File: config.mk
export PLATFORM = sky130hd
export DESIGN_NAME = pipe_stage_skid
export DESIGN_NICKNAME = d
export VERILOG_FILES = /design/src/rtl/pipe_stage_skid.sv
export SDC_FILE = /design/constraint.sdc
export NUM_CORES = 1
export LEC_CHECK = 0
export CORE_ASPECT_RATIO = 0.75
export CORE_MARGIN = 2
export CORE_UTILIZATION = 50
export CTS_CLUSTER_SIZE = 20
export DETAILED_ROUTE_END_ITERATION = 8
export PLACE_DENSITY = 0.8
export SETUP_SLACK_MARGIN = 0.15
export SLEW_MARGIN = 20
export SYNTH_ARGS = -nofsm -noshare
export SYNTH_HDL_FRONTEND = slang
export SYNTH_SLANG_ARGS = --single-unit
export TNS_END_PERCENT = 30
File: constraint.sdc
create_clock -name clk_i -period 2.3 [get_ports clk_i]
set_input_delay 0.575 -clock clk_i [delete_from_list [all_inputs] [get_ports clk_i]]
set_output_delay 0.575 -clock clk_i [all_outputs]
set_load 0.05 [all_outputs]
File: src/rtl/pipe_stage_skid.sv
// pipe_stage_skid: pipeline stage latch with 2-entry skid buffer, flush, enable and sticky halt
module pipe_stage_skid #(
  parameter int DATA_W = 128,
  parameter int CTRL_W = 16
) (
  input  logic              clk_i,
  input  logic              rst_ni,
  input  logic              en_i,
  input  logic              flush_i,
  input  logic              in_valid_i,
  output logic              in_ready_o,
  input  logic [DATA_W-1:0] in_data_i,
  input  logic [CTRL_W-1:0] in_ctrl_i,
  input  logic              in_halt_i,
  output logic              out_valid_o,
  input  logic              out_ready_i,
  output logic [DATA_W-1:0] out_data_o,
  output logic [CTRL_W-1:0] out_ctrl_o,
  output logic              out_halt_o,
  output logic [1:0]        occupancy_o
);
  logic              main_v_q, main_v_d, skid_v_q, skid_v_d;
  logic [DATA_W-1:0] main_data_q, main_data_d, skid_data_q, skid_data_d;
  logic [CTRL_W-1:0] main_ctrl_q, main_ctrl_d, skid_ctrl_q, skid_ctrl_d;
  logic              main_halt_q, main_halt_d, skid_halt_q, skid_halt_d;
  logic              halt_seen_q, halt_seen_d;
  logic              acc, pop;
  // Handshake depends only on flops and en/flush so it never loops back through the producer.
  always_comb begin
    in_ready_o  = en_i & ~flush_i & ~skid_v_q & ~halt_seen_q;
    acc         = in_valid_i & in_ready_o;
    pop         = en_i & ~flush_i & main_v_q & out_ready_i;
    out_valid_o = main_v_q;
    out_data_o  = main_data_q;
    out_ctrl_o  = main_v_q ? main_ctrl_q : '0;
    out_halt_o  = (main_v_q & main_halt_q) | halt_seen_q;
    occupancy_o = {1'b0, main_v_q} + {1'b0, skid_v_q};
  end
  // Next state: flush beats stall beats normal update; ctrl/halt are cleared whenever an entry goes invalid.
  always_comb begin
    main_v_d    = main_v_q;
    main_data_d = main_data_q;
    main_ctrl_d = main_ctrl_q;
    main_halt_d = main_halt_q;
    skid_v_d    = skid_v_q;
    skid_data_d = skid_data_q;
    skid_ctrl_d = skid_ctrl_q;
    skid_halt_d = skid_halt_q;
    halt_seen_d = halt_seen_q | (pop & main_halt_q);
    if (flush_i) begin
      main_v_d    = 1'b0;
      main_ctrl_d = '0;
      main_halt_d = 1'b0;
      skid_v_d    = 1'b0;
      skid_ctrl_d = '0;
      skid_halt_d = 1'b0;
    end else if (en_i) begin
      if ((pop | ~main_v_q) & acc) begin
        main_v_d    = 1'b1;
        main_data_d = in_data_i;
        main_ctrl_d = in_ctrl_i;
        main_halt_d = in_halt_i;
      end else if (acc) begin
        skid_v_d    = 1'b1;
        skid_data_d = in_data_i;
        skid_ctrl_d = in_ctrl_i;
        skid_halt_d = in_halt_i;
      end else if (pop) begin
        main_v_d    = skid_v_q;
        main_data_d = skid_v_q ? skid_data_q : main_data_q;
        main_ctrl_d = skid_v_q ? skid_ctrl_q : '0;
        main_halt_d = skid_v_q & skid_halt_q;
        skid_v_d    = 1'b0;
        skid_ctrl_d = '0;
        skid_halt_d = 1'b0;
      end
    end
  end
  // State registers with asynchronous active-low reset.
  always_ff @(posedge clk_i or negedge rst_ni) begin
    if (!rst_ni) begin
      main_v_q    <= 1'b0;
      main_data_q <= '0;
      main_ctrl_q <= '0;
      main_halt_q <= 1'b0;
      skid_v_q    <= 1'b0;
      skid_data_q <= '0;
      skid_ctrl_q <= '0;
      skid_halt_q <= 1'b0;
      halt_seen_q <= 1'b0;
    end else begin
      main_v_q    <= main_v_d;
      main_data_q <= main_data_d;
      main_ctrl_q <= main_ctrl_d;
      main_halt_q <= main_halt_d;
      skid_v_q    <= skid_v_d;
      skid_data_q <= skid_data_d;
      skid_ctrl_q <= skid_ctrl_d;
      skid_halt_q <= skid_halt_d;
      halt_seen_q <= halt_seen_d;
    end
  end
endmodule
== Yosys cells after proc, flatten, opt, wreduce, memory -nomap -nowiden ==
Index checks and enable logic that the tools add are counted.

* Magnitude comparators: 0
* Equality and inequality tests: 3
* Multipliers: 0
* Div/mod/pow operators: 0
* Reductions and logical operators: 9
* Bitwise gates (word level): 18
* Add/sub/neg operators: 1
* Shift-type cells: 0
* Mux-type cells: 35

{| class="wikitable"
|+ Operator list
! kind !! count
|-
| two-way mux 128 bit || 4
|-
| two-way mux 16 bit || 12
|-
| two-way mux 1 bit || 19
|-
| AND 1 bit || 10
|-
| AND reduction 3 bit || 2
|-
| nonzero test 2 bit || 3
|-
| nonzero test 3 bit || 2
|-
| NOT 1 bit || 5
|-
| AND reduction 5 bit || 1
|-
| AND reduction 4 bit || 1
|-
| != test 3 x 2 -> 1 bit (second input constant) || 1
|-
| bitwise OR 1 bit || 3
|-
| adder 1 x 1 -> 2 bit || 1
|-
| != test 2 x 1 -> 1 bit (second input constant) || 1
|-
| != test 2 bit (second input constant) || 1
|}

* ROM bits: 0
* Bits in registers: 293
* Memories kept: 0
* Latch bits: 0
* Logic and storage cells: 75
* Output and inout port bits: 149
* Memory bits (writable): 0

== Longest topological paths before layout ==
Gate-level depths: netlist of the first run.

* Depth after elaboration: 9
* Depth in mapped cells: 8
* Gate-level depth less buffers: 4

== Worst setup path after synthesis of the first run ==
Ideal clock, no wire load.

* Path kind: input-to-reg
* From: in flush_i
* To: reg main_data_q[54], in the netlist out_data_o[54]
* Data arrival time: 2658 ps
* Stages on the path: 7
* Buffers on the path: 3
* Setup slack: -483 ps
* Cell sequence: buf_2 nor4b_4 nand3_2 buf_4 buf_6 mux2_1 mux2_2

* Word-level cells in the longest chain between the ends: 8
* Elaborated cells between the ends (all ways): 14
* Classes of those cells: eq/ne (1); mux (1); bitwise (9); reduce/logical (3)

{| class="wikitable"
|+ RTL lines
! element !! RTL line !! text
|-
| from (decl) || 9 || <nowiki>input logic flush_i,</nowiki>
|-
| NOT 1 bit (no source line) (*) || -- ||
|-
| AND 1 bit (*) (3 in series) || 30 || <nowiki>in_ready_o = en_i & ~flush_i & ~skid_v_q & ~halt_seen_q;</nowiki>
|-
| net in_ready_o || 11 || <nowiki>output logic in_ready_o,</nowiki>
|-
| AND 1 bit (*) || 31 || <nowiki>acc = in_valid_i & in_ready_o;</nowiki>
|-
| AND 1 bit || 58 || <nowiki>if ((pop | ~main_v_q) & acc) begin</nowiki>
|-
| != test 2 x 1 -> 1 bit (no source line) or nonzero test 2 bit (tied branches) || -- ||
|-
| AND reduction 5 bit (no source line) || -- ||
|-
| to (signal assigned) || 93 || <nowiki>main_data_q <= main_data_d;</nowiki>
|-
| to (decl) || 23 || <nowiki>logic [DATA_W-1:0] main_data_q, main_data_d, skid_data_q, skid_data_d;</nowiki>
|}

Mark *: on every way through the listed nets, which the timed path passes. The rest lies on a longest branch.
A chain may end at the register's enable or synchronous reset.

== Worst setup path after layout of the first run ==
* From: reg halt_seen_q
* To: out in_ready_o

* Word-level cells in the longest chain between the ends: 2

{| class="wikitable"
|+ RTL lines
! element !! RTL line !! text
|-
| from (decl) || 26 || <nowiki>logic halt_seen_q, halt_seen_d;</nowiki>
|-
| from (signal assigned) || 100 || <nowiki>halt_seen_q <= halt_seen_d;</nowiki>
|-
| NOT 1 bit || 30 ||
|-
| AND 1 bit || 30 ||
|-
| to (decl) || 11 ||
|}

No other way between the ends.

==> out/metrics.yaml, run 1 <==
worst_setup_path:
  arrival_ns: 1.69
  worst_setup_path_start_kind: "flip-flop"
  cp.buffers_inverters: 3
  crit_path_max_fanout: 4
  cp_cell_sequence: "nor4b_4 > buf_4 > buf_6 > buf_12"
  critPathCaptureType: "output pin"
  max_stage_delay_ns: 0.44
  crit_type: "reg -> out"
  crit_family: "flip-flops"
  cp_slowest_cell: "dfrtp_2"
  crit_required_ns: 1.73
detailed_routing:
  drc: 0
  vias_per_cell: 5.29
  wl_per_cell_um: 19.7
  ant_nets: 0
  dr.first_iter.drc_count: 314
  routed_wirelength_um: 30300
  drtPass1Iterations: 5
  num_vias: 8119
power:
  pwr-share-comb_pct: 40.5
  clockPowerShare_pct: 22.3
  seqPwrFrac_pct: 37.2
  p_per_area_mw_per_mm2: 1200
  intPower_mw: 12.9
  peakVddDrop_v: 0.000908
  p_leak_nw: 8.33
  p_switching_mw: 8.25
  swShare_pct: 39.0
logic_synthesis:
  synthFlopType: "dfrtp_1"
  syn_nets: 993
  synth-async-reset-ratio_pct: 100
  synth_top_area_cell: "dfrtp_1"
  synth_edf_count: 0
  yosysSeqAreaShare_pct: 57.5
  yosysUniqueCellTypes: 31
  synthTopCellsByCount: "dfrtp_1 (293), mux2_2 (286), mux2_1 (98)"
  synth_seq_cells: 293
  yosys_warnings: 0
  yosysMostFrequentCell: "dfrtp_1"
  synth_top_area_share_pct: 57.5
  avgSynthCellArea_sq_um: 15.2
  synth_area_sq_mm: 0.0128
  synth_cells: 841
  synthTopCellsByArea: "dfrtp_1 (57%), mux2_2 (25%), mux2_1 (8.7%)"
sta:
  skew_ns: 0.0168
  setup_viol: 0
  rsz0062_at_grt: "true"
  worst_slew_pin_slew_ns: 0.576
  slew_violations: 0
  maxSlewHeadroom_pct: 61.7
  finalCritPeriodShare_pct: 98.5
  fmax_mhz: 442
  finalSetupTns_ns: 0
  hold_viol: 0
  period_minus_slack_ns: 2.26
floorplan:
  die_height_um: 142
  core.rowCount: 50
  die_w_um: 188
  ios: 300
  coreArea_sq_mm: 0.0250
  start_util_pct: 51.0
  die-area_sq_mm: 0.0268
clock_network:
  cts_tree: "built"
  clockBufferDepth: 3
  cts-buffers-inserted: 29
  clock_sinks: 293
  htreeDepth: 1
  clk_pin_slew_ns: 0.06
  root_buffer: "clkbuf_16"
  insertion_delay_ns: 0.54
global_route:
  grt_pass1_vias: 8704
  grt_overflow: 0
  grt.total_usage_pct: 22.4
  grt_pass1_wl_um: 47600
  grt_max_degree: 67
  antenna_found_initial: 2
finish:
  fin_cells: 1536
  areaGrowthSynthToFinish_pct: 38.2
  multi_input_area_sq_mm: 0.00515
  drive_gt1_share_pct: 35.2
  register_area_sq_mm: 0.00733
  num-fill-cells: 1770
  layout.nets: 1328
status:
  status: "completed"
flow_run:
  maxCapViolations: 0
placement:
  place_hpwl_um: 21000
  place_congestion: 0.802
  io_buffers: 299
  dp.cells: 1473
hold_path:
  hp-class: "reg -> reg"
==> repair_timing <==
item / in CTS / in global routing
gates resized for setup: 137 / 4
hold endpoints to repair: 31 / 0
buffers inserted: 2 / 7
pin swaps: 1 / 1
setup endpoints to repair: 151 / 13
hold buffers: 1 / 0
==> power groups by stage <==
stage | sequential, mW | combinational, mW | clock, mW
2_1_floorplan | 11.5 | 2.40 | 0
3_3_place_gp | 7.88 | 9.17 | 0
3_5_place_dp | 7.99 | 9.31 | 0
4_1_cts | 7.89 | 8.65 | 4.82
5_1_grt | 8.11 | 9.00 | 5.03
6_report | 7.89 | 8.58 | 4.71
==> cell type report <==
class	instances	share of cell area, %
sequential	293	41.6
multi-input combinational	492	29.2
timing repair buffer	359	21.4
clock buffer	47	4.95
tap	338	2.40
clock inverter	5	0.440
inverter	1	0.0213
antenna	1	0.0142
==> layer usage <==
| layer | up-vias | GRT usage (%) | part of all wire (%) |
|---|---|---|---|
| met4 | 0 | 4.15 | 1.6 |
| met3 | 34 | 8.56 | 9.5 |
| met1 | 4122 | 29.4 | 43 |
| li1 | 3718 | - | - |
| met5 | - | 0 | 0 |
| met2 | 245 | 36.1 | 46 |
==> path summary, 6_finish.rpt <==
check,slack [ns],start,endpoint,cells past startpoint
hold / removal,0.49,main_ctrl_q[0],main_ctrl_q[0],2
setup / recovery,0.04,halt_seen_q,in_ready_o,4
min in group asynchronous,0.52,rst_ni,main_ctrl_q[10],2
setup reg to reg,0.17,halt_seen_q,out_data_o[97],7
hold reg to reg,0.49,main_ctrl_q[0],main_ctrl_q[0],2
max in group asynchronous,1.03,rst_ni,out_data_o[93],4
==> layout by cell type (no fill, tap or decap), types with 13 or more instances in the layout <==
cell type,instances
a22o_1,17
clkbuf_16,29
a221oi_1,14
and2_1,13
buf_4,35
mux2_1,97
buf_12,41
dfrtp_1,292
mux2_2,285
dlygate4sd2_1,130
clkdlybuf4s50_1,147
==> cells by family after synthesis <==
logic type | after synthesis | synth area share (%)
AOI/OAI and AO/OA | 58 | 3.42
xor gates and xnor gates | 1 | 0.0687
adders and majority gates | 1 | 0.0981
buffers and inverters | 56 | 2.58
DFF | 293 | 57.5
muxes | 387 | 34.1
and+or+nand+nor | 45 | 2.23
==> worst register-to-register path, cell delays in order (launching register included) <==
cell and delay, ns:
dfrtp_2 0.44, nor4b_4 0.32, buf_4 0.16, buf_4 0.11
nand3_4 0.09, buf_12 0.22, mux2_1 0.41, mux2_2 0.27
==> through the flow <==
stage	worst slack, ns	cell area, sq um	hold WS [ns]	power, mW	util [%]
2_1_floorplan	-0.432	12800	0.279	13.9	-
3_3_place_gp	-0.469	16700	0.461	17.1	66.8
3_5_place_dp	-0.452	16700	0.470	17.3	66.8
4_1_cts	0.0275	17600	0.486	21.4	70.2
5_1_grt	-0.0127	17600	0.510	22.1	70.4
6_report	0.0355	17600	0.487	21.2	70.5
==> state kept, by name, summed over array words and instances, names as in the netlist <==
name,cells
main_ctrl_q,16
out_valid_o,1
skid_v_q,1
skid_ctrl_q,16
skid_data_q,128
main_halt_q,1
out_data_o,128
skid_halt_q,1
halt_seen_q,1
(Power assumes the default switching activity.)
==> run 2: changes to the inputs <==
CORE_UTILIZATION = 54   (was 50)
PLACE_DENSITY = 0.86   (was 0.8)
SETUP_SLACK_MARGIN = 0.5   (was 0.15)
clock period = 2.65 ns   (was 2.3 ns; I/O delays follow)
==> out/metrics.yaml, run 2 (synthesis results as in run 1) <==
power:
  intPower_mw: 11.4  # was 12.9 mW
  swShare_pct: 38.9  # was 39.0%
  p_per_area_mw_per_mm2: 1030  # was 1200 mW/mm^2
  p_leak_nw: 8.89  # was 8.33 nW
  clockPowerShare_pct: 21.2  # was 22.3%
  seqPwrFrac_pct: 36.8  # was 37.2%
  peakVddDrop_v: 0.00110  # was 0.000908 V
  p_switching_mw: 7.25  # was 8.25 mW
  pwr-share-comb_pct: 42.0  # was 40.5%
worst_setup_path:
  ff2ff_setup_slack_ns: 0.46  # was 0.17 ns
  max_stage_delay_ns: 0.45  # was 0.44 ns
  crit_path_max_fanout: 4  # unchanged
  cp.buffers_inverters: 2  # was 3
  crit_type: "reg -> out"  # unchanged
  crit_required_ns: 1.99  # was 1.73 ns
  crit_family: "flip-flops"  # unchanged
  cp_slowest_cell: "dfrtp_2"  # unchanged
  arrival_ns: 1.59  # was 1.69 ns
  critPathCaptureType: "output pin"  # unchanged
  cp_cell_sequence: "nor4b_4 > buf_6 > buf_12"  # was nor4b_4 > buf_4 > buf_6 > buf_12
  worst_setup_path_start_kind: "flip-flop"  # unchanged
sta:
  maxSlewHeadroom_pct: 59.0  # was 61.7%
  rsz0062_at_grt: "true"  # unchanged
  finalSetupTns_ns: 0  # unchanged
  worst_slew_pin_slew_ns: 0.615  # was 0.576 ns
  finalCritPeriodShare_pct: 85.1
  timing.final.ws_setup_ns: 0.395  # was 0.0355 ns
  hold_viol: 0  # unchanged
  period_minus_slack_ns: 2.26
  skew_ns: 0.0184  # was 0.0168 ns
  fmax_mhz: 443
  slew_violations: 0  # unchanged
  setup_viol: 0  # unchanged
floorplan:
  start_util_pct: 55.2  # was 51.0%
  die_w_um: 181  # was 188 um
  coreArea_sq_mm: 0.0231  # was 0.0250 sq mm
  die-area_sq_mm: 0.0249  # was 0.0268 sq mm
  die_height_um: 137  # was 142 um
  core.rowCount: 48  # was 50
  ios: 300  # unchanged
status:
  status: "completed"  # unchanged
placement:
  io_buffers: 299  # unchanged
  dp_slack_ns: -0.162  # was -0.452 ns
  place_hpwl_um: 20800  # was 21000 um
  place_congestion: 0.818  # was 0.802
detailed_routing:
  wl_per_cell_um: 21.4  # was 19.7 um
  ant_nets: 0  # unchanged
  num_vias: 8278  # was 8119
  vias_per_cell: 5.49  # was 5.29
  dr.first_iter.drc_count: 308  # was 314
  routed_wirelength_um: 32200  # was 30300 um
  drc: 0  # unchanged
  drtPass1Iterations: 4  # was 5
clock_network:
  cts-buffers-inserted: 29  # unchanged
  clk_pin_slew_ns: 0.06  # about the same
  clockBufferDepth: 3  # unchanged
  root_buffer: "clkbuf_16"  # unchanged
  htreeDepth: 1  # unchanged
  hold_buffers: 0  # was 1
  clock_sinks: 293  # unchanged
  cts_tree: "built"  # unchanged
  insertion_delay_ns: 0.55  # was 0.54 ns
global_route:
  grt_overflow: 0  # unchanged
  antenna_found_initial: 3  # was 2
  grt_max_degree: 74  # was 67
  grt_pass1_wl_um: 47900  # was 47600 um
  grt.total_usage_pct: 24.4  # was 22.4%
  grt_pass1_vias: 8629  # was 8704
finish:
  multi_input_area_sq_mm: 0.00535  # was 0.00515 sq mm
  areaGrowthSynthToFinish_pct: 41.9  # was 38.2%
  utilization_pct: 78.3  # was 70.5%
  drive_gt1_share_pct: 39.7  # was 35.2%
  final_common_cell: "dfrtp_1"  # unchanged
  layout.nets: 1341  # was 1328
  register_area_sq_mm: 0.00733  # unchanged
  num-fill-cells: 1390  # was 1770
  final_cell_mix: "dfrtp_1 (292), mux2_2 (278), clkdlybuf4s50_1 (147)"  # was dfrtp_1 (292), mux2_2 (285), clkdlybuf4s50_1 (147)
hold_path:
  hp-class: "in -> async"  # was reg -> reg
flow_run:
  maxCapViolations: 0  # unchanged
==> run 2: path summary, 6_finish.rpt <==
check / from / endpoint / cells past startpoint
worst max-delay path: skid_v_q / in_ready_o / 3
worst min-delay path: rst_ni / out_data_o[19] / 1
worst max register to register: skid_v_q / out_data_o[8] / 8
worst min register to register: main_ctrl_q[0] / main_ctrl_q[0] / 2
max in group asynchronous: rst_ni / out_data_o[74] / 2
min in group clk_i: main_ctrl_q[0] / main_ctrl_q[0] / 2
==> run 2: cell type report <==
cell class	count	share of cell area (%)
clock buffers	43	4.63
well taps	300	2.07
multi-input cells	492	29.5
repair buffers	372	22.9
clock inverters	5	0.297
diodes	2	0.0276
flip-flops and latches	293	40.5
inverters	1	0.0207
==> run 2: power groups by stage <==
stage                     Clock [mW]  Combinational [mW]  Sequential [mW]
after detailed placement           0                8.05             6.90
after global placement             0                7.91             6.79
after floorplan                    0                2.08             9.94
after global routing            4.20                8.17             7.04
after CTS                       4.02                7.56             6.82
final                           3.94                7.83             6.85
==> run 2: worst register-to-register path, delay by kind of cell (launching register included) <==
family / cells / cell delay (ns)
flip-flops: 1 / 0.45
multiplexers: 2 / 0.59
buffers and inverters: 4 / 0.65
AND/OR/NAND/NOR: 2 / 0.38
==> run 2: what timing repair did <==
action,in CTS,in global routing
setup buffers,1,16
resized for setup,118,92
endpoints found under the setup margin,376,293
pin swaps,1,1
cloned,0,9
==> run 2: layer usage <==
layer  track usage (%)  routed length [um]  up-vias
li1                  -                   -     3757
met1              31.5               13300     4224
met2              40.6               15700      250
met3              7.80                2500       43
met4              5.92                 635        4
met5                 0                  29        -
==> run 2: stage by stage <==
| stage | hold WS (ns) | total power, mW | cell area (sq um) | std cells |
|---|---|---|---|---|
| floorplan | 0.367 | 12.0 | 12800 | 841 |
| global placement | 0.458 | 14.7 | 16600 | 1432 |
| detailed placement | 0.463 | 15.0 | 16600 | 1432 |
| CTS | 0.116 | 18.4 | 17400 | 1481 |
| global route | 0.138 | 19.4 | 18100 | 1506 |
| finish | 0.109 | 18.6 | 18100 | 1508 |
